### src/rtl/serial_sub_pkg.sv
// Shared constants, FSM state type and sizing helper for the nibble-serial subtractor.
package serial_sub_pkg;

  localparam int NIBBLE = 4;

  typedef enum logic [1:0] {
    IDLE = 2'd0,
    RUN  = 2'd1,
    DONE = 2'd2
  } sub_state_t;

  function automatic int nibbles(input int width);
    return width / NIBBLE;
  endfunction

endpackage

### src/rtl/nibble_subtractor.sv
// Combinational 4-bit ripple-borrow slice: o_d = i_x - i_y - i_bi, o_bo = borrow-out.
module nibble_subtractor
  import serial_sub_pkg::*;
(
  input  logic [NIBBLE-1:0] i_x,
  input  logic [NIBBLE-1:0] i_y,
  input  logic              i_bi,
  output logic [NIBBLE-1:0] o_d,
  output logic              o_bo
);

  logic [NIBBLE:0] w_borrow;

  assign w_borrow[0] = i_bi;

  for (genvar g = 0; g < NIBBLE; g++) begin : g_bit
    assign o_d[g]         = i_x[g] ^ i_y[g] ^ w_borrow[g];
    assign w_borrow[g+1]  = (~i_x[g] & i_y[g]) | (~i_x[g] & w_borrow[g]) | (i_y[g] & w_borrow[g]);
  end

  assign o_bo = w_borrow[NIBBLE];

endmodule

### src/rtl/nibble_serial_subtractor.sv
// Multi-cycle a - b - bin, one nibble per clock through a shared 4-bit borrow slice.
// Define SUB_FLAGS_EN to add the registered o_zero / o_ovf result flags.
module nibble_serial_subtractor
  import serial_sub_pkg::*;
#(
  parameter int WIDTH = 16
) (
  input  logic             clk,
  input  logic             rst,
  input  logic             i_start,
  input  logic [WIDTH-1:0] i_a,
  input  logic [WIDTH-1:0] i_b,
  input  logic             i_bin,
  output logic             o_ready,
  output logic             o_busy,
  output logic             o_done,
  output logic [WIDTH-1:0] o_diff,
  output logic             o_bout
`ifdef SUB_FLAGS_EN
  ,
  output logic             o_zero,
  output logic             o_ovf
`endif
);

  localparam int N     = nibbles(WIDTH);
  localparam int IDX_W = (N > 1) ? $clog2(N) : 1;
  localparam logic [IDX_W-1:0] IDX_LAST = IDX_W'(N - 1);

  sub_state_t       r_state;
  logic [WIDTH-1:0] r_a;
  logic [WIDTH-1:0] r_b;
  logic             r_borrow;
  logic [IDX_W-1:0] r_idx;
  logic [WIDTH-1:0] r_diff;
  logic             r_bout;

  logic [NIBBLE-1:0] w_d;
  logic              w_bo;
  logic [WIDTH-1:0]  w_diff_next;

  nibble_subtractor u_slice (
    .i_x  (r_a[r_idx*NIBBLE +: NIBBLE]),
    .i_y  (r_b[r_idx*NIBBLE +: NIBBLE]),
    .i_bi (r_borrow),
    .o_d  (w_d),
    .o_bo (w_bo)
  );

  // NOTE: every always_comb output gets a full default first so a missed branch cannot infer a latch.
  always_comb begin
    w_diff_next                         = r_diff;
    w_diff_next[r_idx*NIBBLE +: NIBBLE] = w_d;
  end

`ifdef SUB_FLAGS_EN
  logic r_zero;
  logic r_ovf;
`endif

  // NOTE: sequential state uses non-blocking assignments only, so every register samples pre-edge values.
  always_ff @(posedge clk or posedge rst) begin
    if (rst) begin
      r_state  <= IDLE;
      r_a      <= '0;
      r_b      <= '0;
      r_borrow <= 1'b0;
      r_idx    <= '0;
      r_diff   <= '0;
      r_bout   <= 1'b0;
`ifdef SUB_FLAGS_EN
      r_zero   <= 1'b0;
      r_ovf    <= 1'b0;
`endif
    end else begin
      case (r_state)
        IDLE: begin
          if (i_start) begin
            r_a      <= i_a;
            r_b      <= i_b;
            r_borrow <= i_bin;
            r_idx    <= '0;
            r_state  <= RUN;
          end
        end
        RUN: begin
          r_diff   <= w_diff_next;
          r_borrow <= w_bo;
          if (r_idx == IDX_LAST) begin
            r_bout  <= w_bo;
            r_state <= DONE;
`ifdef SUB_FLAGS_EN
            r_zero  <= (w_diff_next == '0);
            r_ovf   <= (r_a[WIDTH-1] != r_b[WIDTH-1]) && (w_diff_next[WIDTH-1] != r_a[WIDTH-1]);
`endif
          end else begin
            r_idx <= r_idx + 1'b1;
          end
        end
        DONE:    r_state <= IDLE;
        default: r_state <= IDLE;
      endcase
    end
  end

  assign o_ready = (r_state == IDLE);
  assign o_busy  = (r_state == RUN);
  assign o_done  = (r_state == DONE);
  assign o_diff  = r_diff;
  assign o_bout  = r_bout;
`ifdef SUB_FLAGS_EN
  assign o_zero  = r_zero;
  assign o_ovf   = r_ovf;
`endif

endmodule

### config.mk
export PLATFORM = sky130hd
export DESIGN_NAME = nibble_serial_subtractor
export DESIGN_NICKNAME = d
export VERILOG_FILES = /design/src/rtl/serial_sub_pkg.sv /design/src/rtl/nibble_subtractor.sv /design/src/rtl/nibble_serial_subtractor.sv
export SDC_FILE = /design/constraint.sdc
export NUM_CORES = 1
export LEC_CHECK = 0
export ABC_AREA = 0
export CAP_MARGIN = 20
export CORE_MARGIN = 5
export CORE_UTILIZATION = 50
export CTS_BUF_LIST = sky130_fd_sc_hd__clkbuf_4
export CTS_CLUSTER_DIAMETER = 30
export CTS_CLUSTER_SIZE = 14
export DETAILED_ROUTE_END_ITERATION = 10
export DONT_BUFFER_PORTS = 1
export PLACE_DENSITY = 0.77
export SLEW_MARGIN = 10
export SYNTH_ARGS = -nofsm -noshare
export SYNTH_HDL_FRONTEND = slang
export SYNTH_HIERARCHICAL = 1
export SYNTH_SLANG_ARGS = --single-unit
export TNS_END_PERCENT = 50
### constraint.sdc
create_clock -name clk -period 7.5 [get_ports clk]
set_clock_uncertainty 0.15 [all_clocks]
set_input_delay 0.75 -clock clk [delete_from_list [all_inputs] [get_ports clk]]
set_output_delay 0.75 -clock clk [all_outputs]
set_load 0.005 [all_outputs]
# Yosys cells after proc, flatten, opt, wreduce, memory -nomap -nowiden
# Index checks and enable logic that the tools add are counted.
[classes] add_sub_neg=2 n_eq_ne=6 shifts=4 muxes=9 n_bitwise=32 n_reduce_logical=7
[op_table] op="negation 4 -> 34 bit" n=1
[op_table] op="variable shift 4 x 34 -> 16 bit (first input constant)" n=1
[op_table] op="variable part select 4 x 34 -> 16 bit" n=1
[op_table] op="variable part select 16 x 5 -> 4 bit" n=2
[op_table] op="bitwise mux 16 bit" n=1
[op_table] op="bitwise AND 1 bit" n=12
[op_table] op="2-to-1 mux 2 bit" n=4
[op_table] op="OR 1 bit" n=8
[op_table] op="one-hot mux 2 bit (2 select lines)" n=2
[op_table] op="AND reduction 2 bit" n=4
[op_table] op="XOR 1 bit" n=8
[op_table] op="equality test 2 bit (second input constant)" n=2
[op_table] op="inequality test 2 bit (second input constant)" n=2
[op_table] op="NOT 1 bit" n=4
[op_table] op="AND reduction 3 bit" n=1
[op_table] op="adder 2 x 1 -> 2 bit (second input constant)" n=1
[op_table] op="equality test 2 x 1 -> 1 bit (second input constant)" n=1
[op_table] op="logical NOT 2 bit" n=1
[op_table] op="inequality test 2 x 1 -> 1 bit (second input constant)" n=1
[op_table] op="one-hot mux 1 bit (2 select lines)" n=1
[op_table] op="nonzero test 2 bit" n=1
[op_table] op="2-to-1 mux 1 bit" n=1
[totals] reg_bits=54 inputBits=36 output_inout_bits=20 elab_cells=67

# Depth between registers and ports, before layout
[depth] depth_word=15 mapped_depth=12 mapped_depth_nobuf=11

# Hierarchy
# The synthesis kept the hierarchy.
[by_module_without_submodules] module="nibble_serial_subtractor" n_inst=1 cells_per_inst=168 area_each_um2=2421.1
[by_module_without_submodules] module="nibble_subtractor" n_inst=1 cells_per_inst=14 area_each_um2=117.6

# Least setup slack after synthesis
# OpenSTA, ideal clock, no wires.
[synth_path] path_type="flip-flop to flip-flop" from="register r_idx[0]" to="register r_diff[11] (netlist: o_diff[11])" arrival_time_ps=2896 required_time_ps=7229 path_slack_ps=4333 stages_incl_launch_ff=11 n_path_buf=1 path_cell_list="dfrtp_1 buf_6 mux4_2 inv_1 fa_1 inv_1 fa_1 fa_1 inv_1 fa_1 a22o_1"
[synth_between] elab_chain_cells=14 elab_cells_between_ends=32
[synth_lines] item="start, declared" line_no="nibble_serial_subtractor.sv:34" text="logic [IDX_W-1:0] r_idx;"
[synth_lines] item="start signal, assigned" line_no="nibble_serial_subtractor.sv:97" text="r_idx <= r_idx + 1'b1;"
[synth_lines] item="variable part select 16 x 5 -> 4 bit" line_no="nibble_serial_subtractor.sv:43" text=".i_x (r_a[r_idx*NIBBLE +: NIBBLE]),"
[synth_lines] item="NOT 1 bit" line_no="nibble_subtractor.sv:18" text="assign w_borrow[g+1] = (~i_x[g] & i_y[g]) | (~i_x[g] & w_borrow[g]) | (i_y[g] & w_borrow[g]);"
[synth_lines] item="bitwise AND 1 bit" line_no="nibble_subtractor.sv:18"
[synth_lines] item="OR 1 bit (2 in series)" line_no="nibble_subtractor.sv:18"
[synth_lines] item="bitwise AND 1 bit" line_no="nibble_subtractor.sv:18"
[synth_lines] item="OR 1 bit (2 in series)" line_no="nibble_subtractor.sv:18"
[synth_lines] item="bitwise AND 1 bit" line_no="nibble_subtractor.sv:18"
[synth_lines] item="OR 1 bit (2 in series)" line_no="nibble_subtractor.sv:18"
[synth_lines] item="XOR 1 bit (*)" line_no="nibble_subtractor.sv:17" text="assign o_d[g] = i_x[g] ^ i_y[g] ^ w_borrow[g];"
[synth_lines] item="via w_d[3]" line_no="nibble_serial_subtractor.sv:38" text="logic [NIBBLE-1:0] w_d;"
[synth_lines] item="variable part select 4 x 34 -> 16 bit (*)" line_no="nibble_serial_subtractor.sv:53" text="w_diff_next[r_idx*NIBBLE +: NIBBLE] = w_d;"
[synth_lines] item="bitwise mux 16 bit (*)" line_no="nibble_serial_subtractor.sv:53"
[synth_lines] item="end signal, assigned" line_no="nibble_serial_subtractor.sv:87" text="r_diff <= w_diff_next;"
[synth_lines] item="end, declared" line_no="nibble_serial_subtractor.sv:35" text="logic [WIDTH-1:0] r_diff;"
# Mark *: on every way through the listed nets, which the timed path passes. The rest lies on a longest branch.
# A chain may end at the register's enable or synchronous reset.

# Final worst setup path
# Same ends and word-level chain as after synthesis.

==> summary.txt <==
Setup path
  • Register-to-Register Path Depth: 9
  • Reg2reg start: r_idx[0]
  • Worst setup SP type: register
  • Worst EP arrival: 3.65 ns
  • Kind of end point of the critical path: register
  • R2R Setup Slk: 3.96 ns
  • Crit path max fanout: 17
  • WP data required: 7.61 ns
  • Crit Path Class: reg -> reg
  • RR Endpoint: o_diff[11]

STA
  • Highest clock rate: around 0.28 GHz
  • Period utilisation layout: 47.2%
  • Worst-Margin Slew: 0.793 ns
  • Slew headroom: 47.2%
  • Final worst setup slack: 3.96 ns
  • RSZ-0062 raised after global routing: no
  • Final hold violations: 0
  • Slew Limit Fails: 0
  • Final setup fails: 0
  • Setup tns final: 0 ns
  • Post-layout min period: 3.54 ns

Place
  • Port Buffers: 0
  • Post-placement setup slack: 3.95 ns
  • GPL Wtd Cong: about 0.73
  • Dpl hpwl: 3.31 mm

Global route
  • GR Util met1: a little under a fifth
  • Global routing's busiest layer: met2
  • Largest net degree at the start of global routing: 55
  • Met3 Usage GRT: under 10%
  • Initial antenna violation count: 0
  • Tot GR Track Use: approximately 15%
  • Number of global-route vias before repair: 1497
  • First-pass GRT wire length: about 7.5 mm
  • Total gr overflow: 0
  • Met2 GRT Util: 24.1%

Logic synthesis
  • Seq cells post-synth: 54
  • Yosys top cell area share: about 53%
  • Largest area contributor in the netlist: dfrtp_1
  • Net count after synthesis: 228
  • Synth async-reset ratio: 100%
  • Most frequent cell after synthesis: dfrtp_1
  • Post-Synthesis Cells: 182
  • Leading cell types by count after synthesis: 54 x dfrtp_1, 32 x mux2_2, 17 x nand2_1
  • Post-synth EDFFs: 0
  • Sequential fraction of the synthesis area: 53.2%
  • Mapped Area: roughly 2500 um^2
  • Ranking of synthesized cells by area: dfrtp_1 53%, mux2_2 14%, mux4_2 7.1%
  • Top_reg_cell synth: dfrtp_1
  • Ys Warns: 6
  • Unique masters post-synth: 26
  • Avg Cell Area, Syn: 13.9 um^2

Floorplan
  • Die width: 81.3 um
  • Die Ht: 81.3 um
  • Core area: 5010 um^2
  • Die area: 6600 um^2
  • FP Rows: 26
  • Number of I/O pins: 56
  • Starting Density: slightly above 50%

Clocking
  • Later-pin clock latency in the skew report: 0.36 ns
  • CTS root buf: clkbuf_4
  • Setup Fix Bufs, Post-CTS: 0
  • CTS Buffer Depth: 2
  • CTS tree: built
  • CTS resizes: 0
  • # hold bufs at CTS: 0
  • H-Tree Depth: 2
  • Num CTS Buffers: 5
  • Number of sinks on the clock net: 54
  • Clk slew on worst S/H paths: 0.14 ns

Route
  • Routed Antenna Nets: 0
  • Routed WL: 4.45 mm
  • WL/cell: 17.5 um
  • Via/cell ratio: 5.40
  • Iter 0 DRT Violations: 85
  • Number of remaining DRC errors: 0
  • Drt pass-1 iters: 3
  • Via count: 1371

Run
  • Max Cap Viol: 0

Layout
  • Fillcell total: 452
  • Diodes inserted: 0
  • Nets@finish: 230
  • Area growth from synthesis to layout: 4.29%
  • Share of cells above drive strength 1: 29.9%

Power and ir drop
  • Peak supply drop: 0.282 mV
  • PD cells: ~480 nW/um^2
  • Lkg Pwr: 1.14 nW

Status
  • Status: finished, final reports clean

Hold path
  • Hold Crit Class: in -> async
## sequential cells by signal, indices dropped and copies added (netlist names)
name      cells
r_a          16
o_diff       16
r_b          16
r_borrow      1
o_bout        1
r_state       2
r_idx         2
## layer usage
layer | vias up | wire, um
li1 | 642 | -
met1 | 682 | 1850
met2 | 40 | 2150
met3 | 7 | 380
met4 | 0 | 64
met5 | - | 0
## report_power, final
part           switching, mW  internal (mW)
clock                 0.0836         0.0388
combinational          0.311          0.292
sequential             0.116          0.422
total                  0.510          0.753
## cell type report
class                   instances  area (um^2)  area share, %
flip-flops and latches         54         1350           51.0
multi-input cells             106         1070           40.5
well taps                      70         87.6           3.31
inverters                      15         56.3           2.13
clock buffers                   6         45.0           1.70
repair buffers                  2         27.5           1.04
clock inverters                 1         7.51          0.284
## stage by stage
step	util, %	instances	hold WS, ns	power [mW]	instance area (um^2)
floorplan	-	182	0.302	1.01	2540
global placement	51.4	246	0.320	1.14	2570
detailed placement	51.4	246	0.333	1.16	2570
CTS	52.4	253	0.347	1.28	2630
global route	52.8	254	0.0686	1.39	2650
finish	52.8	254	0.0814	1.26	2650
## logic make-up (layout without fill, tap and decap cells)
logic type | after synthesis | in the layout | synth area share (%)
and+or+nand+nor | 34 | 34 | 8.67
muxes | 42 | 42 | 22.2
adders and majority gates | 10 | 10 | 6.11
AOI/OAI and AO/OA | 20 | 20 | 5.27
buffers and inverters | 22 | 24 | 4.53
DFF | 54 | 54 | 53.2
## cell usage in the layout, fill, tap and decap left out, drive strengths merged
cell	instances
fa	4
mux2	34
nor2	3
nand3b	4
and4bb	1
nand2	17
dfrtp	54
clkinvlp	1
mux4	8
nor3b	2
clkbuf	6
nor4	1
a22o	8
nor2b	2
a22oi	1
nor4b	2
inv	15
ha	6
buf	2
and2	1
a31oi	1
nand2b	1
o21ai	10
## worst max path at each step
stage / start / depth (start not counted) / endpoint / slack (ns)
5_1_grt: r_idx[0] / 9 / o_diff[11] / 3.71
2_1_floorplan: r_idx[0] / 10 / o_diff[11] / 4.33
3_3_place_gp: r_idx[0] / 9 / o_diff[11] / 3.99
4_1_cts: r_idx[0] / 9 / o_diff[11] / 3.91
6_report: r_idx[0] / 9 / o_diff[11] / 3.96
3_5_place_dp: r_idx[0] / 9 / o_diff[3] / 3.95
## critical path: stages (launching register included)
cell     delay, ns
dfrtp_1       0.88
mux4_2        0.59
inv_1         0.09
fa_1          0.16
inv_1         0.05
fa_1          0.37
fa_1          0.37
inv_1         0.08
fa_1          0.48
a22o_1        0.22
Note: power is estimated with default switching activity, not from simulation.
